File: src/rtl/vga_pkg.sv
// Shared types and constants for the VGA pattern controller: pattern modes,
// 8-bit colour struct, bar colour table and default 640x480@60 timing.
package vga_pkg;

  typedef enum logic [1:0] {
    MODE_DIAG    = 2'd0,
    MODE_BARS    = 2'd1,
    MODE_CHECKER = 2'd2,
    MODE_SOLID   = 2'd3
  } mode_e;

  typedef struct packed {
    logic [7:0] r;
    logic [7:0] g;
    logic [7:0] b;
  } rgb_t;

  localparam int DEF_H_ACTIVE = 640;
  localparam int DEF_H_FP     = 16;
  localparam int DEF_H_SYNC   = 96;
  localparam int DEF_H_BP     = 48;
  localparam int DEF_V_ACTIVE = 480;
  localparam int DEF_V_FP     = 10;
  localparam int DEF_V_SYNC   = 2;
  localparam int DEF_V_BP     = 33;
  localparam int DEF_CLK_DIV  = 2;
  localparam int DEF_COLOR_W  = 8;

  localparam rgb_t RGB_WHITE   = '{r: 8'hFF, g: 8'hFF, b: 8'hFF};
  localparam rgb_t RGB_YELLOW  = '{r: 8'hFF, g: 8'hFF, b: 8'h00};
  localparam rgb_t RGB_CYAN    = '{r: 8'h00, g: 8'hFF, b: 8'hFF};
  localparam rgb_t RGB_GREEN   = '{r: 8'h00, g: 8'hFF, b: 8'h00};
  localparam rgb_t RGB_MAGENTA = '{r: 8'hFF, g: 8'h00, b: 8'hFF};
  localparam rgb_t RGB_RED     = '{r: 8'hFF, g: 8'h00, b: 8'h00};
  localparam rgb_t RGB_BLUE    = '{r: 8'h00, g: 8'h00, b: 8'hFF};
  localparam rgb_t RGB_BLACK   = '{r: 8'h00, g: 8'h00, b: 8'h00};
  localparam rgb_t DIAG_RED    = '{r: 8'h96, g: 8'h00, b: 8'h00};

  // Index 0 is the leftmost bar.
  localparam rgb_t [7:0] BAR_COLORS = {RGB_BLACK, RGB_BLUE, RGB_RED, RGB_MAGENTA,
                                       RGB_GREEN, RGB_CYAN, RGB_YELLOW, RGB_WHITE};

endpackage

File: src/rtl/vga_sync_counter.sv
// Pixel-enable divider, vga_clk, raster counters and raw sync/active flags.
module vga_sync_counter
  import vga_pkg::*;
#(
  parameter int H_ACTIVE = DEF_H_ACTIVE,
  parameter int H_FP     = DEF_H_FP,
  parameter int H_SYNC   = DEF_H_SYNC,
  parameter int H_BP     = DEF_H_BP,
  parameter int V_ACTIVE = DEF_V_ACTIVE,
  parameter int V_FP     = DEF_V_FP,
  parameter int V_SYNC   = DEF_V_SYNC,
  parameter int V_BP     = DEF_V_BP,
  parameter int CLK_DIV  = DEF_CLK_DIV,
  parameter int XW       = 10,
  parameter int YW       = 10
) (
  input  logic          clock,
  input  logic          reset,
  output logic          pix_en,
  output logic          frame_tick,
  output logic          vga_clk,
  output logic [XW-1:0] cnt_h,
  output logic [YW-1:0] cnt_v,
  output logic          hs_raw,
  output logic          vs_raw,
  output logic          active_raw
);

  localparam int H_TOTAL = H_ACTIVE + H_FP + H_SYNC + H_BP;
  localparam int V_TOTAL = V_ACTIVE + V_FP + V_SYNC + V_BP;
  localparam int DW      = $clog2(CLK_DIV);

  logic [DW-1:0] div_cnt;
  logic          pe;
  logic          running;
  logic          h_last;
  logic          v_last;

  assign pe     = (div_cnt == DW'(CLK_DIV - 1));
  assign h_last = (cnt_h == XW'(H_TOTAL - 1));
  assign v_last = (cnt_v == YW'(V_TOTAL - 1));

  // The first pe after reset only starts the frame at (0,0) without advancing.
  assign frame_tick = pe && (!running || (h_last && v_last));
  assign pix_en     = pe && running;

  always_ff @(posedge clock or negedge reset) begin
    if (!reset) begin
      div_cnt <= '0;
      vga_clk <= 1'b0;
    end else begin
      div_cnt <= pe ? '0 : div_cnt + DW'(1);
      vga_clk <= (div_cnt >= DW'(CLK_DIV / 2));
    end
  end

  always_ff @(posedge clock or negedge reset) begin
    if (!reset) begin
      running <= 1'b0;
      cnt_h   <= '0;
      cnt_v   <= '0;
    end else if (pe) begin
      running <= 1'b1;
      if (running) begin
        if (h_last) begin
          cnt_h <= '0;
          cnt_v <= v_last ? '0 : cnt_v + YW'(1);
        end else begin
          cnt_h <= cnt_h + XW'(1);
        end
      end
    end
  end

  assign hs_raw     = (cnt_h >= XW'(H_ACTIVE + H_FP)) && (cnt_h < XW'(H_ACTIVE + H_FP + H_SYNC));
  assign vs_raw     = (cnt_v >= YW'(V_ACTIVE + V_FP)) && (cnt_v < YW'(V_ACTIVE + V_FP + V_SYNC));
  assign active_raw = (cnt_h < XW'(H_ACTIVE)) && (cnt_v < YW'(V_ACTIVE));

endmodule

File: src/rtl/vga_pattern_ctrl.sv
// VGA timing + four-mode test-pattern generator driving an ADV7123-style DAC.
// Define VGA_BORDER_EN to force the outermost active pixels to white.
module vga_pattern_ctrl
  import vga_pkg::*;
#(
  parameter int H_ACTIVE = DEF_H_ACTIVE,
  parameter int H_FP     = DEF_H_FP,
  parameter int H_SYNC   = DEF_H_SYNC,
  parameter int H_BP     = DEF_H_BP,
  parameter int V_ACTIVE = DEF_V_ACTIVE,
  parameter int V_FP     = DEF_V_FP,
  parameter int V_SYNC   = DEF_V_SYNC,
  parameter int V_BP     = DEF_V_BP,
  parameter int CLK_DIV  = DEF_CLK_DIV,
  parameter int COLOR_W  = DEF_COLOR_W,
  parameter bit HS_POL   = 1'b0,
  parameter bit VS_POL   = 1'b0,
  localparam int XW      = $clog2(H_ACTIVE + H_FP + H_SYNC + H_BP),
  localparam int YW      = $clog2(V_ACTIVE + V_FP + V_SYNC + V_BP)
) (
  input  logic                 clock,
  input  logic                 reset,
  input  logic [1:0]           mode_i,
  input  logic [3*COLOR_W-1:0] solid_rgb_i,
  output logic                 vga_clk,
  output logic                 hsync,
  output logic                 vsync,
  output logic                 blank,
  output logic                 syncn,
  output logic [COLOR_W-1:0]   r,
  output logic [COLOR_W-1:0]   g,
  output logic [COLOR_W-1:0]   b,
  output logic [XW-1:0]        pix_x,
  output logic [YW-1:0]        pix_y,
  output logic                 frame_start
);

  localparam int CW    = (XW > YW) ? XW : YW;
  localparam int BAR_W = H_ACTIVE / 8;
  localparam int NB    = (COLOR_W < 8) ? COLOR_W : 8;

  logic                 pix_en;
  logic                 frame_tick;
  logic                 hs_raw;
  logic                 vs_raw;
  logic                 active_raw;
  logic [XW-1:0]        cnt_h;
  logic [YW-1:0]        cnt_v;
  logic [2:0]           bar_idx;
  mode_e                mode_q;
  logic [3*COLOR_W-1:0] solid_q;
  rgb_t                 pat8;
  logic [COLOR_W-1:0]   r_n;
  logic [COLOR_W-1:0]   g_n;
  logic [COLOR_W-1:0]   b_n;

  // MSB-align an 8-bit channel into COLOR_W bits.
  function automatic logic [COLOR_W-1:0] widen(input logic [7:0] v);
    logic [COLOR_W-1:0] o;
    o = '0;
    for (int i = 0; i < NB; i++) o[COLOR_W-1-i] = v[7-i];
    return o;
  endfunction

  vga_sync_counter #(
    .H_ACTIVE(H_ACTIVE), .H_FP(H_FP), .H_SYNC(H_SYNC), .H_BP(H_BP),
    .V_ACTIVE(V_ACTIVE), .V_FP(V_FP), .V_SYNC(V_SYNC), .V_BP(V_BP),
    .CLK_DIV(CLK_DIV), .XW(XW), .YW(YW)
  ) u_sync (
    .clock(clock), .reset(reset), .pix_en(pix_en), .frame_tick(frame_tick),
    .vga_clk(vga_clk), .cnt_h(cnt_h), .cnt_v(cnt_v),
    .hs_raw(hs_raw), .vs_raw(vs_raw), .active_raw(active_raw)
  );

  assign bar_idx = 3'(cnt_h / XW'(BAR_W));
  assign syncn   = 1'b0;

  // Pattern inputs only change at frame boundaries so a frame never tears.
  always_ff @(posedge clock or negedge reset) begin
    if (!reset) begin
      mode_q  <= MODE_DIAG;
      solid_q <= '0;
    end else if (frame_tick) begin
      mode_q  <= mode_e'(mode_i);
      solid_q <= solid_rgb_i;
    end
  end

  always_comb begin
    pat8 = RGB_BLACK;
    case (mode_q)
      MODE_DIAG:    pat8 = (CW'(cnt_h) > CW'(cnt_v)) ? DIAG_RED : RGB_WHITE;
      MODE_BARS:    pat8 = BAR_COLORS[bar_idx];
      MODE_CHECKER: pat8 = (cnt_h[5] ^ cnt_v[5]) ? RGB_WHITE : RGB_BLACK;
      default:      pat8 = RGB_BLACK;
    endcase
    r_n = widen(pat8.r);
    g_n = widen(pat8.g);
    b_n = widen(pat8.b);
    if (mode_q == MODE_SOLID) {r_n, g_n, b_n} = solid_q;
`ifdef VGA_BORDER_EN
    if (cnt_h == '0 || cnt_h == XW'(H_ACTIVE - 1) ||
        cnt_v == '0 || cnt_v == YW'(V_ACTIVE - 1)) begin
      r_n = '1;
      g_n = '1;
      b_n = '1;
    end
`else
`endif
    if (!active_raw) begin
      r_n = '0;
      g_n = '0;
      b_n = '0;
    end
  end

  // Everything describing a pixel is captured together, one pixel behind the counters.
  always_ff @(posedge clock or negedge reset) begin
    if (!reset) begin
      hsync <= ~HS_POL;
      vsync <= ~VS_POL;
      blank <= 1'b0;
      r     <= '0;
      g     <= '0;
      b     <= '0;
      pix_x <= '0;
      pix_y <= '0;
    end else if (pix_en) begin
      hsync <= hs_raw ? HS_POL : ~HS_POL;
      vsync <= vs_raw ? VS_POL : ~VS_POL;
      blank <= active_raw;
      r     <= r_n;
      g     <= g_n;
      b     <= b_n;
      pix_x <= cnt_h;
      pix_y <= cnt_v;
    end
  end

  always_ff @(posedge clock or negedge reset) begin
    if (!reset) frame_start <= 1'b0;
    else        frame_start <= frame_tick;
  end

endmodule

File: config.mk
export PLATFORM = sky130hd
export DESIGN_NAME = vga_pattern_ctrl
export DESIGN_NICKNAME = d
export VERILOG_FILES = /design/src/rtl/vga_pkg.sv /design/src/rtl/vga_sync_counter.sv /design/src/rtl/vga_pattern_ctrl.sv
export SDC_FILE = /design/constraint.sdc
export NUM_CORES = 1
export LEC_CHECK = 0
export CAP_MARGIN = 0
export CORE_MARGIN = 2
export CORE_UTILIZATION = 48
export DETAILED_ROUTE_END_ITERATION = 6
export PLACE_DENSITY = 0.76
export SYNTH_ARGS = -nofsm -noshare
export SYNTH_HDL_FRONTEND = slang
export SYNTH_SLANG_ARGS = --single-unit
File: constraint.sdc
create_clock -name clock -period 2 [get_ports clock]
set_input_delay 0.4 -clock clock [delete_from_list [all_inputs] [get_ports clock]]
set_output_delay 0.4 -clock clock [all_outputs]
set_load 0.005 [all_outputs]
# Word level (Yosys, flattened, before mapping)
# Memories as Yosys holds them, arrays and structs flattened.
# Index checks and enable logic that the tools add are counted.
dict set report word_totals {
  register_bits 97
  romBits 192
  input_bits 28
  output_inout_bits 50
  wordCells 62
  memories 1
}
# name words width read_ports rd_clocked_by_memory_dff write_ports line_no
set memory_table {}
lappend memory_table {{(no name shown)} 8 24 1 0 0 vga_pattern_ctrl.sv:93} ;# MODE_BARS: pat8 = BAR_COLORS[bar_idx];
dict set report op_classes {
  n_addsub 3
  n_div 1
  order_cmp 9
  n_eq_ne 5
  n_mux 15
  n_bitwise 1
  reduce_logical 11
}
# op n
set ops {}
lappend ops {{case mux 24 bit (3 select lines)} 1}
lappend ops {{2-to-1 mux 24 bit} 2}
lappend ops {{2-to-1 mux 8 bit} 6}
lappend ops {{2-to-1 mux 23 bit} 1}
lappend ops {{adder 10 x 1 -> 10 bit (second input constant)} 2}
lappend ops {{== test 10 bit (second input constant)} 2}
lappend ops {{< comparator 10 bit (second input constant)} 2}
lappend ops {{< comparator 10 x 9 -> 1 bit (second input constant)} 2}
lappend ops {{2-to-1 mux 10 bit} 2}
lappend ops {{divider 10 x 7 -> 10 bit (second input constant)} 1}
lappend ops {{greater-or-equal comparator 10 bit (second input constant)} 1}
lappend ops {{greater-or-equal comparator 10 x 9 -> 1 bit (second input constant)} 1}
lappend ops {{> comparator 10 bit} 1}
lappend ops {{logical AND 1 bit} 6}
lappend ops {{== test 2 bit (second input constant)} 2}
lappend ops {{< comparator 3 x 4 -> 1 bit (second input constant)} 1}
lappend ops {{2-to-1 mux 1 bit} 3}
lappend ops {{AND reduction 3 bit} 1}
lappend ops {{== test 2 x 1 -> 1 bit (second input constant)} 1}
lappend ops {{zero test 2 bit} 1}
lappend ops {{AND reduction 2 bit} 1}
lappend ops {{adder 1 bit (second input constant)} 1}
lappend ops {{greater-or-equal comparator 1 bit (second input constant)} 1}
lappend ops {{zero test 1 bit} 1}
lappend ops {{2 further kinds} 2}

# Logic depth before layout (Yosys ltp)
# Gate-level depths: netlist (run 1).
dict set report depth {
  ltp_word 6
  ltp_mapped 8
  mapped_depth_nobuf 8
}

# Cells and area by module
# From an unflattened synthesis (run 1), not the netlist that was laid out.
dict set report unflattened {
  hier_cells 416
  area_unflattened_um2 4555.6
}
# module n_inst cells_per_inst area_each_um2 seq_area_each_um2
set by_module_without_submodules {}
lappend by_module_without_submodules {vga_pattern_ctrl 1 289 3294.4 1854.3}
lappend by_module_without_submodules {vga_sync_counter 1 127 1261.2 575.6}

# Worst setup path before layout (run 1)
# No wires, ideal clock.
dict set report synth_path {
  path_type {flip-flop to flip-flop}
  from {register u_sync.cnt_v[3]}
  to {register g[0]}
  t_arrival_ps 2062
  slack_ps -129
  stages_incl_launch_ff 9
  synth_period_minus_slack_ps 2129
  cell_sequence {dfrtp_1 inv_1 ha_1 a21oi_1 o21ai_0 a2111oi_0 o21ai_0 a21oi_1 a22o_1}
}
dict set report synth_between {
  elab_chain_len 5
}
# element line_no
set synth_rtl {}
lappend synth_rtl {{start, declared} vga_sync_counter.sv:23} ;# output logic [YW-1:0] cnt_v,
lappend synth_rtl {{start signal, assigned} vga_sync_counter.sv:67} ;# cnt_v <= v_last ? '0 : cnt_v + YW'(1);
lappend synth_rtl {{> comparator 10 bit} vga_pattern_ctrl.sv:92} ;# MODE_DIAG: pat8 = (CW'(cnt_h) > CW'(cnt_v)) ? DIAG_RED : RGB_WHITE;
lappend synth_rtl {{2-to-1 mux 23 bit} vga_pattern_ctrl.sv:92}
lappend synth_rtl {{case mux 24 bit (3 select lines)} vga_pattern_ctrl.sv:91} ;# case (mode_q)
lappend synth_rtl {{2-to-1 mux 8 bit} vga_pattern_ctrl.sv:100} ;# if (mode_q == MODE_SOLID) {r_n, g_n, b_n} = solid_q;
lappend synth_rtl {{2-to-1 mux 8 bit (*)} vga_pattern_ctrl.sv:110} ;# if (!active_raw) begin
lappend synth_rtl {{end signal, assigned} vga_pattern_ctrl.sv:133} ;# g <= g_n;
lappend synth_rtl {{end, declared} vga_pattern_ctrl.sv:31} ;# output logic [COLOR_W-1:0] g,
# Mark *: on every way between the ends. The rest lies on a longest branch, timed or not.
# A chain may end at the register's enable or synchronous reset.

# Final worst setup path (run 1)
dict set report layout_path {
  from {register u_sync.cnt_h[7]}
  to {register g[3]}
}
dict set report layout_between {
  elab_chain_len 6
}
# element line_no
set layout_rtl {}
lappend layout_rtl {{start, declared} vga_sync_counter.sv:22} ;# output logic [XW-1:0] cnt_h,
lappend layout_rtl {{start signal, assigned} vga_sync_counter.sv:69} ;# cnt_h <= cnt_h + XW'(1);
lappend layout_rtl {{divider 10 x 7 -> 10 bit} vga_pattern_ctrl.sv:75} ;# assign bar_idx = 3'(cnt_h / XW'(BAR_W));
lappend layout_rtl {{memory read (8 x 24 bit)} n/a}
lappend layout_rtl {{2-to-1 mux 24 bit (implied by the code)} vga_pattern_ctrl.sv:93}
lappend layout_rtl {{case mux 24 bit (3 select lines)} vga_pattern_ctrl.sv:91}
lappend layout_rtl {{2-to-1 mux 8 bit} vga_pattern_ctrl.sv:100}
lappend layout_rtl {{2-to-1 mux 8 bit (*)} vga_pattern_ctrl.sv:110}
# Mark *: on every way between the ends. The rest lies on a longest branch, timed or not. The select of a mux whose other input is x is not followed.

==> results.ini, run 1 <==
[outcome]
status=complete, but fails checks
violations=setup timing

[floorplan]
dieArea_um2=10300
die_w_um=101
io_pins=78
core.rowCount=35
die-height_um=101
initial_core_util=0.494
core_area_um2=9200

[synthesis]
yosys.area.top_type=dfrtp_1
synth-main-ff-cell=dfrtp_1
synth_seq_cells=97
ys_top_cells_by_area=dfrtp_1 (52%), mux2_4 (6.3%), o21ai_0 (5.3%)
synth.avg_cell_area_um2=10.9
netlist.area_leader.share=0.523
synth.most_common_cell=dfrtp_1
yosys_warnings=0
synth.top_cells.by_count=dfrtp_1 (95), nand2_1 (51), o21ai_0 (48)
synthesis.nets=457
synth_edf_count=0
async_reset_ff_frac=1.00
syn-cell-area_um2=4540
synth.distinct_cells=47
syn_inst=415
synth-seq-area-share=0.535

[placed_design]
place_area_um2=5750
finalWeightedCongestion=0.892
place.port_buffers=76
place_inst=632
place_hpwl_mm=7.30

[sta]
fin_skew_ps=18.6
grt_setup_unrepaired=true
holdWs_ps=487
relSlewSlack=0.559
hold_viol_final=0
fin_crit_ps=2080
finalMaxSlewViolations=0
finalSetupViolCount=42
max_freq_mhz=481
layout_setup_ws_ps=-76.8
worst_slew_pin_slew_ps=656
post-route-period-util=1.04

[clock_tree]
cts_buffer_depth=2
numCtsBuffers=9
root_buffer=clkbuf_8
clkTransAtPathRegs_ps=110
clk-insertion-delay-late_ps=380
h-tree-depth=3
cts.sinks=97
cts_tree=built

[drt]
drt-vias-per-instance=5.43
drcViolationCount=0
firstDrtPassIters=4
num_vias=3607
drt_first_iter_violations=195
ant_nets=0
routed_wl_mm=11.2
wl_per_cell_um=16.9

[critical_path]
crit_family=compound AO/OA/AOI/OAI gates
worstSetupStartpointType=flop
critPathMaxFanout=8
crit_arrival_ps=2350
cp-end-kind=flop
crit_slowest_cell=dfrtp_1
required_ps=2280
path_cells=ha_4, nand4_1, a211oi_2, a2111oi_4, o21ai_2, buf_6, a21oi_4, a22o_1
max_stage_delay_ps=440
worstSetupPathType=reg -> reg
critPathBufInv=1

[power_and_ir_drop]
internal_power_mw=2.84
peakVddDrop_mv=0.389
combPwrFrac=0.084
switching_power_mw=0.931
p_leak_nw=2.86
switching_share=0.247
powerDensity_nw_per_um2=592
seq_power_share=0.549
p_clk_frac=0.367
design_power_total_mw=3.77

[finish]
fin_nets=590
fin_cells=664
drive_gt1_frac=0.327
area_growth_pct=40.2
antenna_cells=0
stdcell_area_um2=6370

[global_route]
grt_max_degree=41
grt_usage=0.214
grt_most_used_layer=met2
antenna_found_initial=0
first_global_vias=3580
met3_usage=0.0345
grt_pass1_wl_mm=17.3
grt_util_met2=0.349
overflow=0
grt_use_met1=0.288

[hold_path]
hp-class=in -> async

[job]
drv_cap=0

[worst paths after layout]
path                       depth (start not counted)  endpoint             from  slack [ps]
hold / removal                                     2      r[6]            reset         490
min in group clock                                 2  pix_y[9]         pix_y[9]         490
setup / recovery                                   8      g[3]  u_sync.cnt_h[7]         -80
max in group asynchronous                          3     vsync            reset         910
hold reg to reg                                    2  pix_y[9]         pix_y[9]         490
setup reg to reg                                   8      g[3]  u_sync.cnt_h[7]         -80
[worst register-to-register path, cell delays in order (launching register included)]
cell,delay (ps)
dfrtp_1,440
ha_4,290
nand4_1,180
a211oi_2,340
a2111oi_4,80
o21ai_2,200
buf_6,150
a21oi_4,90
a22o_1,200
[cells by family after synthesis]
logic type      synth area share
other cells             0.000825
compound gates             0.112
flops                      0.535
mux                       0.0950
fa+ha+maj                 0.0408
xor+xnor                  0.0251
simple gates               0.152
buf+inv                   0.0397
[metal layers]
layer / vias up / wire (um)
met4: 0 / 241
li1: 1702 / -
met5: - / 0
met3: 20 / 486
met1: 1775 / 4880
met2: 110 / 5610
[placed cells by master (no fill, tap or decap), types with 2 or more instances in the layout]
cell type and n:
a211oi_2 2, a21oi_1 3, a21oi_2 2, a22o_1 12
buf_12 2, buf_4 59, buf_6 5, clkbuf_8 9
clkdlybuf4s50_1 75, dfrtp_1 94, dfstp_2 2, ha_1 7
ha_4 7, inv_1 13, inv_2 7, inv_6 2
inv_8 2, mux2_2 13, mux2_4 19, nand2_1 50
nand2b_1 6, nand3_1 10, nand4_1 7, nor2_1 19
nor2b_1 2, nor3_1 5, nor3_2 3, nor4_1 2
nor4_4 2, o21ai_0 35, o21ai_1 2, o21ai_2 10
or2_2 13, or3_1 2, xnor2_1 10, xor2_1 3
[power by group through the flow]
| stage | clock network (mW) | registers, mW | logic (mW) |
|---|---|---|---|
| floorplan | 0 | 2.10 | 0.0950 |
| global placement | 0 | 2.10 | 0.298 |
| detailed placement | 0 | 2.11 | 0.304 |
| CTS | 1.39 | 2.07 | 0.310 |
| global route | 1.49 | 2.08 | 0.347 |
| finish | 1.38 | 2.07 | 0.317 |
[state kept, by name (all words and copies together), names as in the netlist]
signal          count
vsync               1
b                   8
u_sync.cnt_v       10
u_sync.cnt_h       10
mode_q              2
solid_q            24
u_sync.vga_clk      1
u_sync.div_cnt      1
pix_x              10
blank               1
r                   8
u_sync.running      1
g                   8
frame_start         1
hsync               1
pix_y              10
[metrics by stage]
step | worst slack (ps) | util | setup TNS, ps
2_1_floorplan | 8.35 | - | 0
3_3_place_gp | -94.1 | 0.625 | -1570
3_5_place_dp | -310 | 0.625 | -6040
4_1_cts | -56.4 | 0.667 | -1370
5_1_grt | -156 | 0.693 | -4890
6_report | -76.8 | 0.693 | -1640
[final cells by class]
type	count	area (um2)
Clock inverter	7	95.1
Inverter	21	82.6
Timing Repair Buffer	142	1300
Fill cell	648	2830
Clock buffer	9	124
Sequential cell	97	2430
Multi-Input combinational cell	277	2200
Tap cell	111	139
[repair_timing]
item / 4_1_cts / 5_1_grt
hold endpoints to repair: 26 / 0
endpoints found under the setup margin: 52 / 57
gates resized for setup: 34 / 35
cloned: 0 / 0
hold buffers: 1 / 0
pin swaps: 24 / 18
setup buffers: 4 / 13
Note: power is estimated with default switching activity, not from simulation.
==> run 2: changes to the inputs <==
ABC_AREA = 1   (was not set)
==> results.ini, run 2 <==
[drt]
ant_nets=0
drcViolationCount=0
drt-vias-per-instance=5.02
num_vias=3975
drt_first_iter_violations=148
wl_per_cell_um=13.8
routed_wl_mm=10.9
firstDrtPassIters=4

[floorplan]
dieArea_um2=10600
die-height_um=103
core_area_um2=9640
core.rowCount=36
io_pins=78
initial_core_util=0.487
die_w_um=103

[clock_tree]
cts_tree=built
numCtsBuffers=9
root_buffer=clkbuf_8
h-tree-depth=3
clk-insertion-delay-late_ps=370
cts_buffer_depth=2
cts.sinks=97
clkTransAtPathRegs_ps=90

[critical_path]
r2r_slack_ps=50
path_common_cell=nand2_2
worstSetupStartpointType=flop
critPathMaxFanout=25
crit_slowest_cell=dfrtp_1
path_cells=inv_1, ha_1, nand3_1, nor4_1, nand2_2, nand2_2, nand2_4, inv_2, buf_12, nand2_1, o21ai_0
required_ps=2300
worstSetupPathType=reg -> reg
crit_arrival_ps=2250
cp-end-kind=flop
max_stage_delay_ps=420

[finish]
seq_area_um2=2430
multi_input_area_um2=1970
final_common_cell=nand2_1
antenna_cells=0
drive_gt1_frac=0.190
post-route-util=0.635
top_register=solid_q
fin_nets=696
largest_reg_flops=24
final_cell_mix=nand2_1 (155), dfrtp_1 (93), clkdlybuf4s50_1 (75)
filler_cell_count=835
fin_cells=792
area_growth_pct=30.5
stdcell_area_um2=6120

[sta]
post-route-period-util=0.976
grt_setup_unrepaired=true
max_freq_mhz=512
finalMaxSlewViolations=0
finalSetupViolCount=0
fin_crit_ps=1950
hold_viol_final=0
fin_skew_ps=9.71
holdWs_ps=481

[global_route]
grt_pass1_wl_mm=17.4
first_global_vias=3713
grt_max_degree=41
grt_usage=0.213
antenna_found_initial=0
overflow=0

[synthesis]
synth_edf_count=0
synthesis.nets=593
synth_seq_cells=97
synth-seq-area-share=0.518
syn_inst=551
synth.most_common_cell=nand2_1
netlist.area_leader.share=0.507
synth.distinct_cells=43
synth.top_cells.by_count=nand2_1 (163), dfrtp_1 (95), inv_1 (58)
syn-cell-area_um2=4690
synth.avg_cell_area_um2=8.51
async_reset_ff_frac=1.00
ys_top_cells_by_area=dfrtp_1 (51%), nand2_1 (13%), inv_1 (4.6%)
yosys.area.top_type=dfrtp_1
yosys_warnings=0
synth-main-ff-cell=dfrtp_1

[placed_design]
place_inst=765
finalWeightedCongestion=0.911
place_hpwl_mm=7.84
place.port_buffers=76
place_area_um2=5720

[power_and_ir_drop]
peakVddDrop_mv=0.424
powerDensity_nw_per_um2=641
p_leak_nw=2.96

[hold_path]
hp-class=reg -> reg

[job]
drv_cap=0

[outcome]
status=completed

## run 2: cell count changes after synthesis, sizes merged, moves of 3 or more
cell    delta
nand2    +136
inv       +42
mux2      -32
a21oi     +23
nor2      +17
a22o      -12
or2       -12
xnor2     -10
nand2b     -6
nor3       +6
o211ai     +5
nor4       -3
o21ai      -3
xor2       +3
## run 2: critical path: cells and delay by family, from the launching register on
family / cells / cell delay, ps
flops: 1 / 420
buf+inv: 3 / 440
fa+ha+maj: 1 / 200
simple gates: 6 / 740
compound gates: 1 / 70
## run 2: logic make-up after synthesis
family | synth area share
AOI/OAI and AO/OA | 0.107
xor gates and xnor gates | 0.0112
adders and majority gates | 0.0373
buffers and inverters | 0.0752
DFF | 0.518
other | 0.000799
and+or+nand+nor | 0.250
## run 2: power by group
group	switching [mW]	total, mW	leakage, nW	internal (mW)
sequential	0.0363	2.06	1.20	2.03
combinational	0.145	0.309	1.63	0.164
clock	0.685	1.56	0.127	0.871
total	0.866	3.93	2.96	3.06
## run 2: worst paths after layout
path                                 start         end  depth (start not counted)
setup reg to reg           u_sync.cnt_v[0]  solid_q[6]                         11
setup / recovery           u_sync.cnt_v[0]  solid_q[6]                         11
hold / removal                        b[2]        b[2]                          2
hold reg to reg                       b[2]        b[2]                          2
max in group asynchronous            reset       hsync                          3
min in group asynchronous            reset    pix_y[3]                          2
## run 2: layout make-up
type,instances,area share
Timing Repair Buffer,110,0.173
Clock buffer,10,0.0225
Inverter,64,0.0399
Tap cell,133,0.0272
Clock inverter,6,0.0184
Multi-Input combinational cell,372,0.322
Sequential cell,97,0.397
## run 2: stage by stage
stage	power (mW)	setup TNS, ps	worst slack (ps)
final	3.93	0	48.3
after global routing	4.09	-2260	-119
after CTS	3.96	0	23.4
after detailed placement	2.41	0	39.0
after global placement	2.40	0	88.2
after floorplan	2.19	0	246
## run 2: timing repair
item,in CTS,in global routing
resized for setup,0,28
setup endpoints to repair,0,39
setup buffers,0,10
hold buffers,1,0
hold endpoints to repair,25,0
## run 2: metal layers
layer | part of all wire | global-route usage | vias to the layer above
li1 | - | - | 1956
met1 | 0.45 | 0.292 | 1879
met2 | 0.48 | 0.340 | 124
met3 | 0.055 | 0.0407 | 16
met4 | 0.016 | 0.0779 | 0
met5 | 0 | 0 | -
==> run 3: changes to the inputs <==
HOLD_SLACK_MARGIN = 0.1   (was not set)
==> results of run 3 <==
Same layout as run 2: the final DEF is identical, and so are final timing and power.
